$ cat src/rtl/div_unit_if.sv
// ALU operation encoding shared by the EX stage, plus the handshake
// interface of the iterative divider.
//
// alu_pkg     : XLEN and the alu_op_e enumeration (divide ops included).
// div_unit_if : start/op/a/b/flush from the EX stage (master),
//               busy/done/result back from the divider (slave).
package alu_pkg;
  localparam int XLEN = 32;

  typedef enum logic [4:0] {
    ALU_ADD, ALU_SUB, ALU_AND, ALU_OR, ALU_XOR,
    ALU_SLL, ALU_SRL, ALU_SRA, ALU_SLT, ALU_SLTU,
    ALU_LUI, ALU_MUL, ALU_MULH, ALU_MULHSU, ALU_MULHU,
    ALU_DIV, ALU_DIVU, ALU_REM, ALU_REMU
  } alu_op_e;
endpackage

interface div_unit_if #(parameter int WIDTH = alu_pkg::XLEN);
  import alu_pkg::*;

  logic             start;
  alu_op_e          op;
  logic [WIDTH-1:0] a;
  logic [WIDTH-1:0] b;
  logic             flush;
  logic             busy;
  logic             done;
  logic [WIDTH-1:0] result;

  modport master (output start, op, a, b, flush,
                  input  busy, done, result);
  modport slave  (input  start, op, a, b, flush,
                  output busy, done, result);
endinterface

$ cat src/rtl/div_unit.sv
// Iterative radix-2 restoring divider for RV32M DIV/DIVU/REM/REMU.
//
// Ports:
//   clk  - clock, rising edge
//   rst  - asynchronous active-high reset
//   dif  - div_unit_if.slave: start/op/a/b/flush in, busy/done/result out
//
// A normal divide takes 32 CALC cycles plus one FIXUP cycle while busy is
// high, then presents result with a one-cycle done pulse. Divide-by-zero and
// signed overflow are resolved at start and answer in the next cycle without
// raising busy. All outputs are registered.
module div_unit
  import alu_pkg::*;
#(
  parameter int WIDTH = XLEN
) (
  input  logic      clk,
  input  logic      rst,
  div_unit_if.slave dif
);

  localparam int CNT_W = $clog2(WIDTH);

  typedef enum logic [1:0] {IDLE, CALC, FIXUP, DONE} state_e;

  state_e           state;
  logic [CNT_W-1:0] cnt;
  logic [WIDTH-1:0] quo;
  logic [WIDTH:0]   rem;
  logic [WIDTH-1:0] dvs;
  logic             neg_q;
  logic             neg_r;
  logic             is_rem;

  logic             is_div_op;
  logic             op_signed;
  logic             op_rem;
  logic             accept;
  logic             div_zero;
  logic             sgn_ovf;
  logic [WIDTH:0]   rem_sh;
  logic [WIDTH:0]   rem_nxt;
  logic [WIDTH-1:0] quo_nxt;

  // Two's complement negation when requested, truncated to WIDTH.
  function automatic logic [WIDTH-1:0] neg_if(input logic signed [WIDTH-1:0] v,
                                              input logic                    neg);
    return neg ? -v : v;
  endfunction

  // Magnitude of a signed operand; the most negative value maps to itself,
  // which is the correct unsigned magnitude.
  function automatic logic [WIDTH-1:0] abs_val(input logic signed [WIDTH-1:0] v);
    return v[WIDTH-1] ? -v : v;
  endfunction

  always_comb begin
    is_div_op = (dif.op == ALU_DIV) || (dif.op == ALU_DIVU) ||
                (dif.op == ALU_REM) || (dif.op == ALU_REMU);
    op_signed = (dif.op == ALU_DIV) || (dif.op == ALU_REM);
    op_rem    = (dif.op == ALU_REM) || (dif.op == ALU_REMU);
    // Flush beats a same-cycle start; starts while busy are dropped.
    accept    = dif.start && !dif.flush && is_div_op &&
                ((state == IDLE) || (state == DONE));
    div_zero  = (dif.b == '0);
    sgn_ovf   = op_signed && (dif.a == {1'b1, {(WIDTH-1){1'b0}}}) && (dif.b == '1);
  end

  // One restoring step: shift the next dividend bit into the remainder and
  // subtract the divisor when it fits.
  always_comb begin
    rem_sh  = {rem[WIDTH-1:0], quo[WIDTH-1]};
    rem_nxt = rem_sh;
    quo_nxt = {quo[WIDTH-2:0], 1'b0};
    if (rem_sh >= {1'b0, dvs}) begin
      rem_nxt    = rem_sh - {1'b0, dvs};
      quo_nxt[0] = 1'b1;
    end
  end

  always_ff @(posedge clk or posedge rst) begin
    if (rst) begin
      state      <= IDLE;
      cnt        <= '0;
      quo        <= '0;
      rem        <= '0;
      dvs        <= '0;
      neg_q      <= 1'b0;
      neg_r      <= 1'b0;
      is_rem     <= 1'b0;
      dif.busy   <= 1'b0;
      dif.done   <= 1'b0;
      dif.result <= '0;
    end else begin
      dif.done <= 1'b0;
      if (dif.flush) begin
        state    <= IDLE;
        cnt      <= '0;
        dif.busy <= 1'b0;
      end else begin
        case (state)
          IDLE, DONE: begin
            if (accept) begin
              is_rem <= op_rem;
              neg_q  <= op_signed && (dif.a[WIDTH-1] ^ dif.b[WIDTH-1]);
              neg_r  <= op_signed && dif.a[WIDTH-1];
              quo    <= op_signed ? abs_val(dif.a) : dif.a;
              dvs    <= op_signed ? abs_val(dif.b) : dif.b;
              rem    <= '0;
              cnt    <= '0;
              if (div_zero) begin
                dif.result <= op_rem ? dif.a : '1;
                dif.done   <= 1'b1;
                state      <= DONE;
              end else if (sgn_ovf) begin
                dif.result <= op_rem ? '0 : dif.a;
                dif.done   <= 1'b1;
                state      <= DONE;
              end else begin
                dif.busy <= 1'b1;
                state    <= CALC;
              end
            end else begin
              state <= IDLE;
            end
          end
          // ---- CALC: one quotient bit per cycle ----
          CALC: begin
            rem <= rem_nxt;
            quo <= quo_nxt;
            cnt <= cnt + CNT_W'(1);
            if (cnt == CNT_W'(WIDTH - 1)) state <= FIXUP;
          end
          // ---- FIXUP: restore signs and present the result ----
          FIXUP: begin
            dif.result <= is_rem ? neg_if(rem[WIDTH-1:0], neg_r) : neg_if(quo, neg_q);
            dif.busy   <= 1'b0;
            dif.done   <= 1'b1;
            state      <= DONE;
          end
          default: state <= IDLE;
        endcase
      end
    end
  end

endmodule
$ cat src/flat_wrapper.sv
// flat-port wrapper written by rule: the top's interface ports become plain ports
module div_unit_flat import alu_pkg::*;
#(
  parameter int WIDTH = XLEN
)
  (clk, rst, dif_start, dif_op, dif_a, dif_b, dif_flush, dif_busy, dif_done, dif_result);
  div_unit_if #(.WIDTH(WIDTH)) dif_i ();
  input  logic clk;
  input  logic rst;
  input wire logic [$bits(dif_i.start)-1:0] dif_start;
  input wire logic [$bits(dif_i.op)-1:0] dif_op;
  input wire logic [$bits(dif_i.a)-1:0] dif_a;
  input wire logic [$bits(dif_i.b)-1:0] dif_b;
  input wire logic [$bits(dif_i.flush)-1:0] dif_flush;
  output wire logic [$bits(dif_i.busy)-1:0] dif_busy;
  output wire logic [$bits(dif_i.done)-1:0] dif_done;
  output wire logic [$bits(dif_i.result)-1:0] dif_result;
  assign dif_i.start = dif_start;
  assign dif_i.op = dif_op;
  assign dif_i.a = dif_a;
  assign dif_i.b = dif_b;
  assign dif_i.flush = dif_flush;
  assign dif_busy = dif_i.busy;
  assign dif_done = dif_i.done;
  assign dif_result = dif_i.result;
  div_unit #(.WIDTH(WIDTH)) u_core (.clk(clk), .rst(rst), .dif(dif_i));
endmodule
$ cat config.mk
export PLATFORM = sky130hd
export DESIGN_NAME = div_unit_flat
export DESIGN_NICKNAME = d
export VERILOG_FILES = /design/src/rtl/div_unit_if.sv /design/src/rtl/div_unit.sv /design/src/flat_wrapper.sv
export SDC_FILE = /design/constraint.sdc
export NUM_CORES = 1
export LEC_CHECK = 0
export CORE_MARGIN = 5
export CORE_UTILIZATION = 60
export CTS_CLUSTER_DIAMETER = 200
export DETAILED_ROUTE_END_ITERATION = 10
export PLACE_DENSITY = 0.83
export SKIP_CTS_REPAIR_TIMING = 1
export SYNTH_ARGS = -nofsm -noshare
export SYNTH_HDL_FRONTEND = slang
export SYNTH_SLANG_ARGS = --single-unit
export TNS_END_PERCENT = 10
$ cat constraint.sdc
create_clock -name clk -period 15.21 [get_ports clk]
set_input_delay 3.8025 -clock clk [delete_from_list [all_inputs] [get_ports clk]]
set_output_delay 3.8025 -clock clk [all_outputs]
set_load 0.02 [all_outputs]
==> flow_summary.toml, run 1 <==
[status]
outcome = "complete, no violations"

[setup_path]
cp_common_cell = "or4_4"
cp-start-kind = "primary input"
endpoint_kind = "flop"
startpoint = "dif_b[6]"
crit_slowest_cell = "nor4_4"
critPathMaxStageDelay_ps = 770
required_ps = 15540
crit_type = "primary input to flop"
r2r_start = "u_core.quo[31]"
cp.arrival_ps = 8090
crit_fanout = 19
crit_chain = "clkdlybuf4s50_1 > or4_4 > or4b_4 > or4_4 > nor4_4 > or2_0 > or3_1 > o21ai_0 > o31ai_1"

[floorplan]
die_w_um = 147
std_cell_rows = 50
start_util_pct = 60.4
die-area_um2 = 21500
io-pin-count = 107
die_h_um = 147
core-area_um2 = 18600

[clock_tree]
root_buffer = "clkbuf_16"
clkSinkCount = 140
path_clk_slew_ps = 60
clock_path_buffers = 2
cts-buffers-inserted = 17
cts_tree = "done"
cts_max_level = 4
clk_latency_ps = 430

[timing]
worst_slack_ps = 7460
setup_viol = 0
period_minus_slack_ps = 7750
finalHoldViolCount = 0
rsz0062_at_grt = "false"
worst_slew_pin_slew_ps = 1230
period_share_pct = 51.0
hold-worst-slack_ps = 481
fin_setup_tns_ps = 0
max_freq_mhz = 129
finClkSkew_ps = 12.9
slew_viol_final = 0
slew-limit-headroom_pct = 17.8

[synthesis]
async_flop_share_pct = 100
yosys.area.top_type = "dfrtp_1"
synth_top_cell_area_share_pct = 31.2
ys_top_cells_by_count = "o21ai_0 (176), nand2_1 (163), dfrtp_1 (140)"
syn_inst = 1411
synth.cell_area_um2 = 11200
synth_cell_types = 77
yosys-top-cells-area = "dfrtp_1 (31%), o21ai_0 (7.9%), xnor2_1 (5.9%)"
synth_most_common_cell = "o21ai_0"
avgSynthCellArea_um2 = 7.95
syn-num-nets = 1526
ys_warn_count = 0
synth-edff-count = 0
yosysSeqAreaShare_pct = 31.2
synth_flop_cell = "dfrtp_1"
yosys_register_bits = 140

[routing]
dr.pass1.iters = 6
drcViolationCount = 0
wirelength_um = 33400
vias_per_cell = 6.44
drtIter0Drc = 1021
drt.antenna.violating_nets = 0
wl_per_cell_um = 19.6
vias = 11000

[layout]
drive_gt1_share_pct = 4.76
syn2layout_area_growth_pct = 14.8
n_antenna_cell = 0
final_core_util_pct = 69.3
nets = 1573

[place]
post-place-ws_ps = 7120
numPortBuffers = 106
hpwl_um = 24800
gp_congestion = 0.971

[global_routing]
grt_pass1_vias = 10200
grt_max_degree = 97
overflow = 0
grt_pass1_wl_um = 53900
grt_usage_pct = 30.5
antenna_found_initial = 0

[power_and_ir_drop]
p_comb_share_pct = 31.5
powerDensity_nw_per_um2 = 104
p_int_mw = 0.850
vdd_drop_max_mv = 0.0770
clockPowerShare_pct = 31.7
p_seq_share_pct = 36.8
fin_total_pwr_mw = 1.33
p_leak_nw = 5.65
p_switching_mw = 0.485
switching_share_pct = 36.3

[worst_hold_path]
hold_start = "u_core.dif.result[4]"
hold_class = "flop to flop"

[run]
maxCapViolCount = 0
through the flow:
stage	instance area [um2]	instances
2_1_floorplan	11200	1411
3_3_place_gp	12300	1673
3_5_place_dp	12300	1673
4_1_cts	12900	1705
5_1_grt	12900	1705
6_report	12900	1705
layout by cell type, fill, tap and decap left out, types with 4 or more instances in the layout:
| cell | count |
|---|---|
| o31ai_1 | 23 |
| nor4_1 | 20 |
| a211oi_2 | 4 |
| o41ai_1 | 16 |
| and3_1 | 7 |
| nor3_1 | 26 |
| a21o_1 | 30 |
| or2_2 | 7 |
| mux2i_1 | 31 |
| a21oi_1 | 127 |
| and2_1 | 4 |
| a211oi_1 | 10 |
| o21a_1 | 9 |
| clkinvlp_4 | 5 |
| dfrtp_1 | 140 |
| ha_1 | 40 |
| nand2b_1 | 12 |
| nand2_1 | 163 |
| o211ai_1 | 7 |
| clkbuf_16 | 17 |
| nor2b_1 | 6 |
| o31a_1 | 4 |
| xnor2_1 | 76 |
| a32oi_1 | 12 |
| clkdlybuf4s50_1 | 106 |
| a31oi_1 | 9 |
| xor2_1 | 67 |
| inv_6 | 4 |
| nand4_1 | 20 |
| or4_1 | 14 |
| nor2_1 | 101 |
| o21ai_0 | 176 |
| buf_4 | 7 |
| or3_1 | 20 |
| nand3_1 | 19 |
| o21bai_1 | 6 |
| inv_1 | 54 |
| o21ai_1 | 5 |
| a22o_1 | 4 |
sequential cells by signal, summed over array words and instances, names as in the netlist, 2 cells and up:
signal             count
u_core.rem            32
u_core.quo            32
u_core.dvs            32
u_core.cnt             5
u_core.dif.result     32
u_core.state           2
power by group through the flow:
stage	combinational (mW)	clock [mW]	sequential, mW
global route	0.461	0.440	0.499
floorplan	0.271	0	0.488
detailed placement	0.409	0	0.495
finish	0.420	0.423	0.491
global placement	0.401	0	0.493
CTS	0.415	0.424	0.489
logic make-up after synthesis:
| logic type | count (synthesis) | share of synthesized area (%) |
|---|---|---|
| AO/OA/AOI/OAI | 469 | 25.6 |
| XOR/XNOR | 143 | 11.2 |
| adder cells (fa/ha/maj) | 42 | 4.75 |
| buffers and inverters | 141 | 5.07 |
| flip-flops | 140 | 31.2 |
| multiplexers | 36 | 3.30 |
| AND/OR/NAND/NOR | 440 | 18.9 |
worst max-delay path, delay by kind of cell:
kind / cells / cell delay [ps]
simple gates: 6 / 3470
buf+inv: 1 / 510
compound gates: 2 / 280
path summary, 6_finish.rpt:
path / end / slack [ps] / cells after the start
max: u_core.dif.result[29] / 7460 / 9
min: u_core.dif.result[4] / 480 / 2
max reg2reg: u_core.rem[28] / 11170 / 12
min reg2reg: u_core.dif.result[4] / 480 / 2
max in group asynchronous: u_core.dif.result[28] / 9970 / 3
min in group asynchronous: u_core.rem[8] / 3830 / 2
per-layer routing:
| metal | share of wire [%] | track usage [%] | up-vias |
|---|---|---|---|
| li1 | - | - | 5169 |
| met1 | 43 | 42.2 | 5181 |
| met2 | 45 | 48.2 | 545 |
| met3 | 8.2 | 5.12 | 89 |
| met4 | 3.7 | 11.9 | 0 |
| met5 | 0 | 0 | - |
layout make-up:
class                      instances  area [um2]
clock buffer                      20         457
clock inverter                    12         138
fill                            1529        5700
inverter                          56         215
multi-input combinational       1130        7160
sequential                       140        3500
tap                              234         293
timing repair buffer             113        1110
No activity file was read; power rests on OpenSTA's default activity.
==> run 2, diff against run 1 <==
--- a/config.mk
+++ b/config.mk
@@ -6,10 +6,10 @@
 export NUM_CORES = 1
 export LEC_CHECK = 0
 export CORE_MARGIN = 5
-export CORE_UTILIZATION = 60
+export CORE_UTILIZATION = 59
 export CTS_CLUSTER_DIAMETER = 200
 export DETAILED_ROUTE_END_ITERATION = 10
-export PLACE_DENSITY = 0.83
+export PLACE_DENSITY = 0.82
 export SKIP_CTS_REPAIR_TIMING = 1
 export SYNTH_ARGS = -nofsm -noshare
 export SYNTH_HDL_FRONTEND = slang
==> constraint.sdc (replaced) <==
create_clock -name clk -period 7.3 [get_ports clk]
set_input_delay 1.825 -clock clk [delete_from_list [all_inputs] [get_ports clk]]
set_output_delay 1.825 -clock clk [all_outputs]
set_load 0.02 [all_outputs]
==> flow_summary.toml, run 2 (synthesis results as in run 1) <==
[status]
outcome = "complete, no violations"

[routing]
drcViolationCount = 0
drtIter0Drc = 1040
drt.antenna.violating_nets = 0
dr.pass1.iters = 7
vias_per_cell = 6.44
wirelength_um = 32900
wl_per_cell_um = 19.3
vias = 11000

[floorplan]
die_w_um = 148
core-area_um2 = 18700
io-pin-count = 107
die-area_um2 = 21900
start_util_pct = 60.0
die_h_um = 148
std_cell_rows = 50

[place]
gp_congestion = 0.943
dp_cells = 1674
hpwl_um = 24600
numPortBuffers = 106

[setup_path]
crit_chain = "clkdlybuf4s50_1 > or4_4 > or4b_4 > or4_4 > nor4_4 > buf_4 > or2_0 > a21oi_1 > a211oi_2 > a21o_1"
critPathMaxStageDelay_ps = 830
crit_fanout = 19
required_ps = 7660
regToRegEndpoint = "u_core.rem[22]"
path_buf_inv = 2
crit_type = "primary input to flop"
r2r_start = "u_core.quo[31]"
cp_common_cell = "or4_4"
cp-start-kind = "primary input"
endpoint_kind = "flop"
cp_top_family = "simple AND/OR/NAND/NOR gates"
cp.arrival_ps = 6020
reg2reg_slack_ps = 3220
crit_slowest_cell = "or2_0"
reg2reg_depth = 12

[layout]
mostFrequentLayoutCells = "o21ai_0 (176), nand2_1 (163), dfrtp_1 (140)"
fillerInstances = 1533
drive_gt1_share_pct = 4.70
nets = 1574
multi_input_area_um2 = 7160
final_common_cell = "o21ai_0"
syn2layout_area_growth_pct = 14.5
final_cell_count_no_fill = 1703
register_area_um2 = 3500
n_antenna_cell = 0

[clock_tree]
clk_latency_ps = 430
cts_tree = "done"
cts-buffers-inserted = 17
root_buffer = "clkbuf_16"
clock_path_buffers = 2
clkSinkCount = 140
path_clk_slew_ps = 60
cts_max_level = 4

[global_routing]
grt_usage_pct = 29.9
met2_usage_pct = 48.2
grt_max_degree = 103
grt_pass1_wl_um = 53400
grt_pass1_vias = 10400
overflow = 0
grtUsageMet1_pct = 40.7
grt_use_met3_pct = 5.36
antenna_found_initial = 0
grt_busiest_layer = "met2"

[worst_hold_path]
hold_class = "flop to flop"
hold_path_depth = 1
hold_start = "u_core.dif.result[5]"
min_to = "u_core.dif.result[5]"

[timing]
max_freq_mhz = 177
rsz0062_at_grt = "false"
finalHoldViolCount = 0
fin_setup_tns_ps = 0
finClkSkew_ps = 8.95
setup_viol = 0
slew-limit-headroom_pct = 24.3
period_minus_slack_ps = 5660
worst_slew_pin_slew_ps = 1110
period_share_pct = 77.5
slew_viol_final = 0

[power_and_ir_drop]
powerDensity_nw_per_um2 = 212
fin_total_pwr_mw = 2.72
p_leak_nw = 5.63
p_seq_share_pct = 37.9
switching_share_pct = 36.1
p_switching_mw = 0.983
vdd_drop_max_mv = 0.174
p_comb_share_pct = 31.6
clockPowerShare_pct = 30.6
p_int_mw = 1.74

[run]
maxCapViolCount = 0
==> run 2: cell types whose count changed in the layout (fill, tap and decap cells not counted), sizes merged <==
cell and change:
inv -3, clkbuf -3, buf +1, clkinv +1, clkinvlp +2
==> run 2: worst max-delay path by stage <==
stage          cells after the start     start               endpoint
2_1_floorplan                      1       rst          u_core.cnt[0]
3_3_place_gp                      10  dif_b[8]  u_core.dif.result[29]
3_5_place_dp                      10  dif_b[8]  u_core.dif.result[29]
4_1_cts                           10  dif_b[8]   u_core.dif.result[3]
5_1_grt                           10  dif_b[6]  u_core.dif.result[29]
6_report                          10  dif_b[6]   u_core.dif.result[3]
==> run 2: layer usage <==
metal / vias up / wire (um)
li1: 5169 / -
met1: 5224 / 14100
met2: 497 / 15200
met3: 78 / 2600
met4: 0 / 1010
met5: - / 0
==> run 2: stage by stage <==
| step | util [%] | hold WS, ps | setup WS [ps] | instance area (um2) |
|---|---|---|---|---|
| after floorplan | - | 456 | 1720 | 11200 |
| after global placement | 65.7 | 464 | 1520 | 12300 |
| after detailed placement | 65.7 | 469 | 1390 | 12300 |
| after CTS | 68.7 | 482 | 1760 | 12800 |
| after global routing | 68.7 | 505 | 1520 | 12800 |
| final | 68.7 | 484 | 1640 | 12800 |
==> run 2: area by class of cell <==
type                    count  area share [%]
well taps                 234            2.28
inverters                  56            1.68
repair buffers            114            8.73
multi-input cells        1130            55.7
clock inverters            12           0.994
clock buffers              17            3.31
flip-flops and latches    140            27.3
==> run 2: worst reg2reg max path, delay by kind of cell (launching register included) <==
family	cells	cell delay [ps]
XOR/XNOR	1	160
adder cells (fa/ha/maj)	2	660
AND/OR/NAND/NOR	1	330
buffers and inverters	2	280
AO/OA/AOI/OAI	6	2130
flip-flops	1	380
==> run 2: power groups by stage <==
| stage | clock network, mW | registers [mW] | logic [mW] |
|---|---|---|---|
| final | 0.832 | 1.03 | 0.859 |
| after global routing | 0.872 | 1.05 | 0.948 |
| after CTS | 0.838 | 1.03 | 0.850 |
| after detailed placement | 0 | 1.04 | 0.841 |
| after global placement | 0 | 1.04 | 0.824 |
| after floorplan | 0 | 1.02 | 0.565 |
==> run 3, diff against run 2 <==
--- a/config.mk
+++ b/config.mk
@@ -6,10 +6,10 @@
 export NUM_CORES = 1
 export LEC_CHECK = 0
 export CORE_MARGIN = 5
-export CORE_UTILIZATION = 59
+export CORE_UTILIZATION = 53
 export CTS_CLUSTER_DIAMETER = 200
 export DETAILED_ROUTE_END_ITERATION = 10
-export PLACE_DENSITY = 0.82
+export PLACE_DENSITY = 0.78
 export SKIP_CTS_REPAIR_TIMING = 1
 export SYNTH_ARGS = -nofsm -noshare
 export SYNTH_HDL_FRONTEND = slang
==> constraint.sdc (replaced) <==
create_clock -name clk -period 4.6 [get_ports clk]
set_input_delay 1.15 -clock clk [delete_from_list [all_inputs] [get_ports clk]]
set_output_delay 1.15 -clock clk [all_outputs]
set_load 0.02 [all_outputs]
==> flow_summary.toml, run 3 (synthesis results as in run 1) <==
[layout]
fillerInstances = 1842
drive_gt1_share_pct = 6.60
syn2layout_area_growth_pct = 18.4
mostFrequentLayoutCells = "o21ai_0 (176), nand2_1 (163), dfrtp_1 (140)"
final_cell_count_no_fill = 1775
n_antenna_cell = 0
nets = 1603
final_common_cell = "o21ai_0"
register_area_um2 = 3500
multi_input_area_um2 = 7160

[timing]
period_minus_slack_ps = 4220
max_freq_mhz = 237
finalHoldViolCount = 0
slew_viol_final = 0
worst_slack_ps = 383
fin_setup_tns_ps = 0
setup_viol = 0
worst_slew_pin_slew_ps = 994
rsz0062_at_grt = "false"
period_share_pct = 91.7
slew-limit-headroom_pct = 33.7
finClkSkew_ps = 12.1

[global_routing]
grt_usage_pct = 28.0
grt_max_degree = 141
grt_pass1_wl_um = 54800
antenna_found_initial = 0
grt_pass1_vias = 10300
overflow = 0

[floorplan]
die_w_um = 155
core-area_um2 = 21000
std_cell_rows = 53
io-pin-count = 107
die_h_um = 155
die-area_um2 = 24200
start_util_pct = 53.5

[setup_path]
regToRegEndpoint = "u_core.dif.result[31]"
required_ps = 4970
crit_slowest_cell = "or4_4"
crit_type = "primary input to flop"
reg2reg_slack_ps = 970
path_buf_inv = 2
cp_top_family = "simple AND/OR/NAND/NOR gates"
cp_common_cell = "or4_4"
cp-start-kind = "primary input"
endpoint_kind = "flop"
cp.arrival_ps = 4590
critPathMaxStageDelay_ps = 570
reg2reg_depth = 8
crit_chain = "clkdlybuf4s50_1 > or4_4 > or4b_4 > or4_4 > buf_4 > o31ai_4 > nor2b_1 > o21ai_0 > o221ai_1 > mux2_4"
r2r_start = "u_core.rem[10]"
crit_fanout = 8

[clock_tree]
cts-buffers-inserted = 17
root_buffer = "clkbuf_16"
path_clk_slew_ps = 60
clk_latency_ps = 430
clkSinkCount = 140
clock_path_buffers = 2
cts_tree = "done"
cts_max_level = 4

[routing]
dr.pass1.iters = 5
drtIter0Drc = 999
wl_per_cell_um = 19.1
vias_per_cell = 6.18
vias = 11000
drcViolationCount = 0
drt.antenna.violating_nets = 0
wirelength_um = 33900

[place]
numPortBuffers = 106
dp_cells = 1744
hpwl_um = 25300
post-place-ws_ps = 19.3
gp_congestion = 0.968

[power_and_ir_drop]
p_leak_nw = 5.85
powerDensity_nw_per_um2 = 346
fin_total_pwr_mw = 4.59
vdd_drop_max_mv = 0.271

[status]
outcome = "complete, no violations"

[worst_hold_path]
min_to = "u_core.dif.result[0]"
hold_path_depth = 1
hold_class = "flop to flop"
hold_start = "u_core.dif.result[0]"

[run]
maxCapViolCount = 0
[run 3: worst max path at each step]
stage | to | startpoint | slack [ps] | depth (start not counted)
floorplan | u_core.dif.result[10] | dif_b[8] | 500 | 10
global placement | u_core.dif.result[10] | dif_b[8] | 80 | 9
detailed placement | u_core.dif.result[17] | dif_b[8] | 20 | 11
CTS | u_core.dif.result[17] | dif_b[8] | 440 | 10
global route | u_core.dif.result[17] | dif_b[8] | 310 | 10
finish | u_core.dif.result[31] | dif_b[8] | 380 | 10
[run 3: area by class of cell]
class / count / area share [%]
clock buffers: 18 / 3.23
clock inverters: 13 / 1.79
inverters: 56 / 1.61
multi-input cells: 1130 / 53.9
flip-flops and latches: 140 / 26.4
well taps: 275 / 2.59
repair buffers: 143 / 10.5
[run 3: power breakdown]
part           switching [mW]  internal, mW
Sequential              0.203          1.43
Clock                   0.563          1.02
Combinational           0.819         0.562
[run 3: worst register-to-register path, stage by stage (launching register included)]
cell,delay (ps)
dfrtp_1,480
or4_1,600
or4_1,530
or3_1,520
or2_2,360
o41ai_2,360
xor2_1,240
o221ai_1,150
mux2_4,290
[run 3: per-stage QoR]
stage	area, um2	util [%]	hold WS (ps)
finish	13300	63.4	480
CTS	13300	63.4	483
global placement	12600	60.2	469
global route	13300	63.4	522
floorplan	11200	-	456
detailed placement	12600	60.2	470
[run 3: per-layer routing]
metal | vias to the layer above | wire length (um) | GRT usage [%]
li1 | 5224 | - | -
met1 | 5186 | 14500 | 38.5
met2 | 476 | 15400 | 43.7
met3 | 85 | 2830 | 5.56
met4 | 0 | 1150 | 10.7
met5 | - | 0 | 0
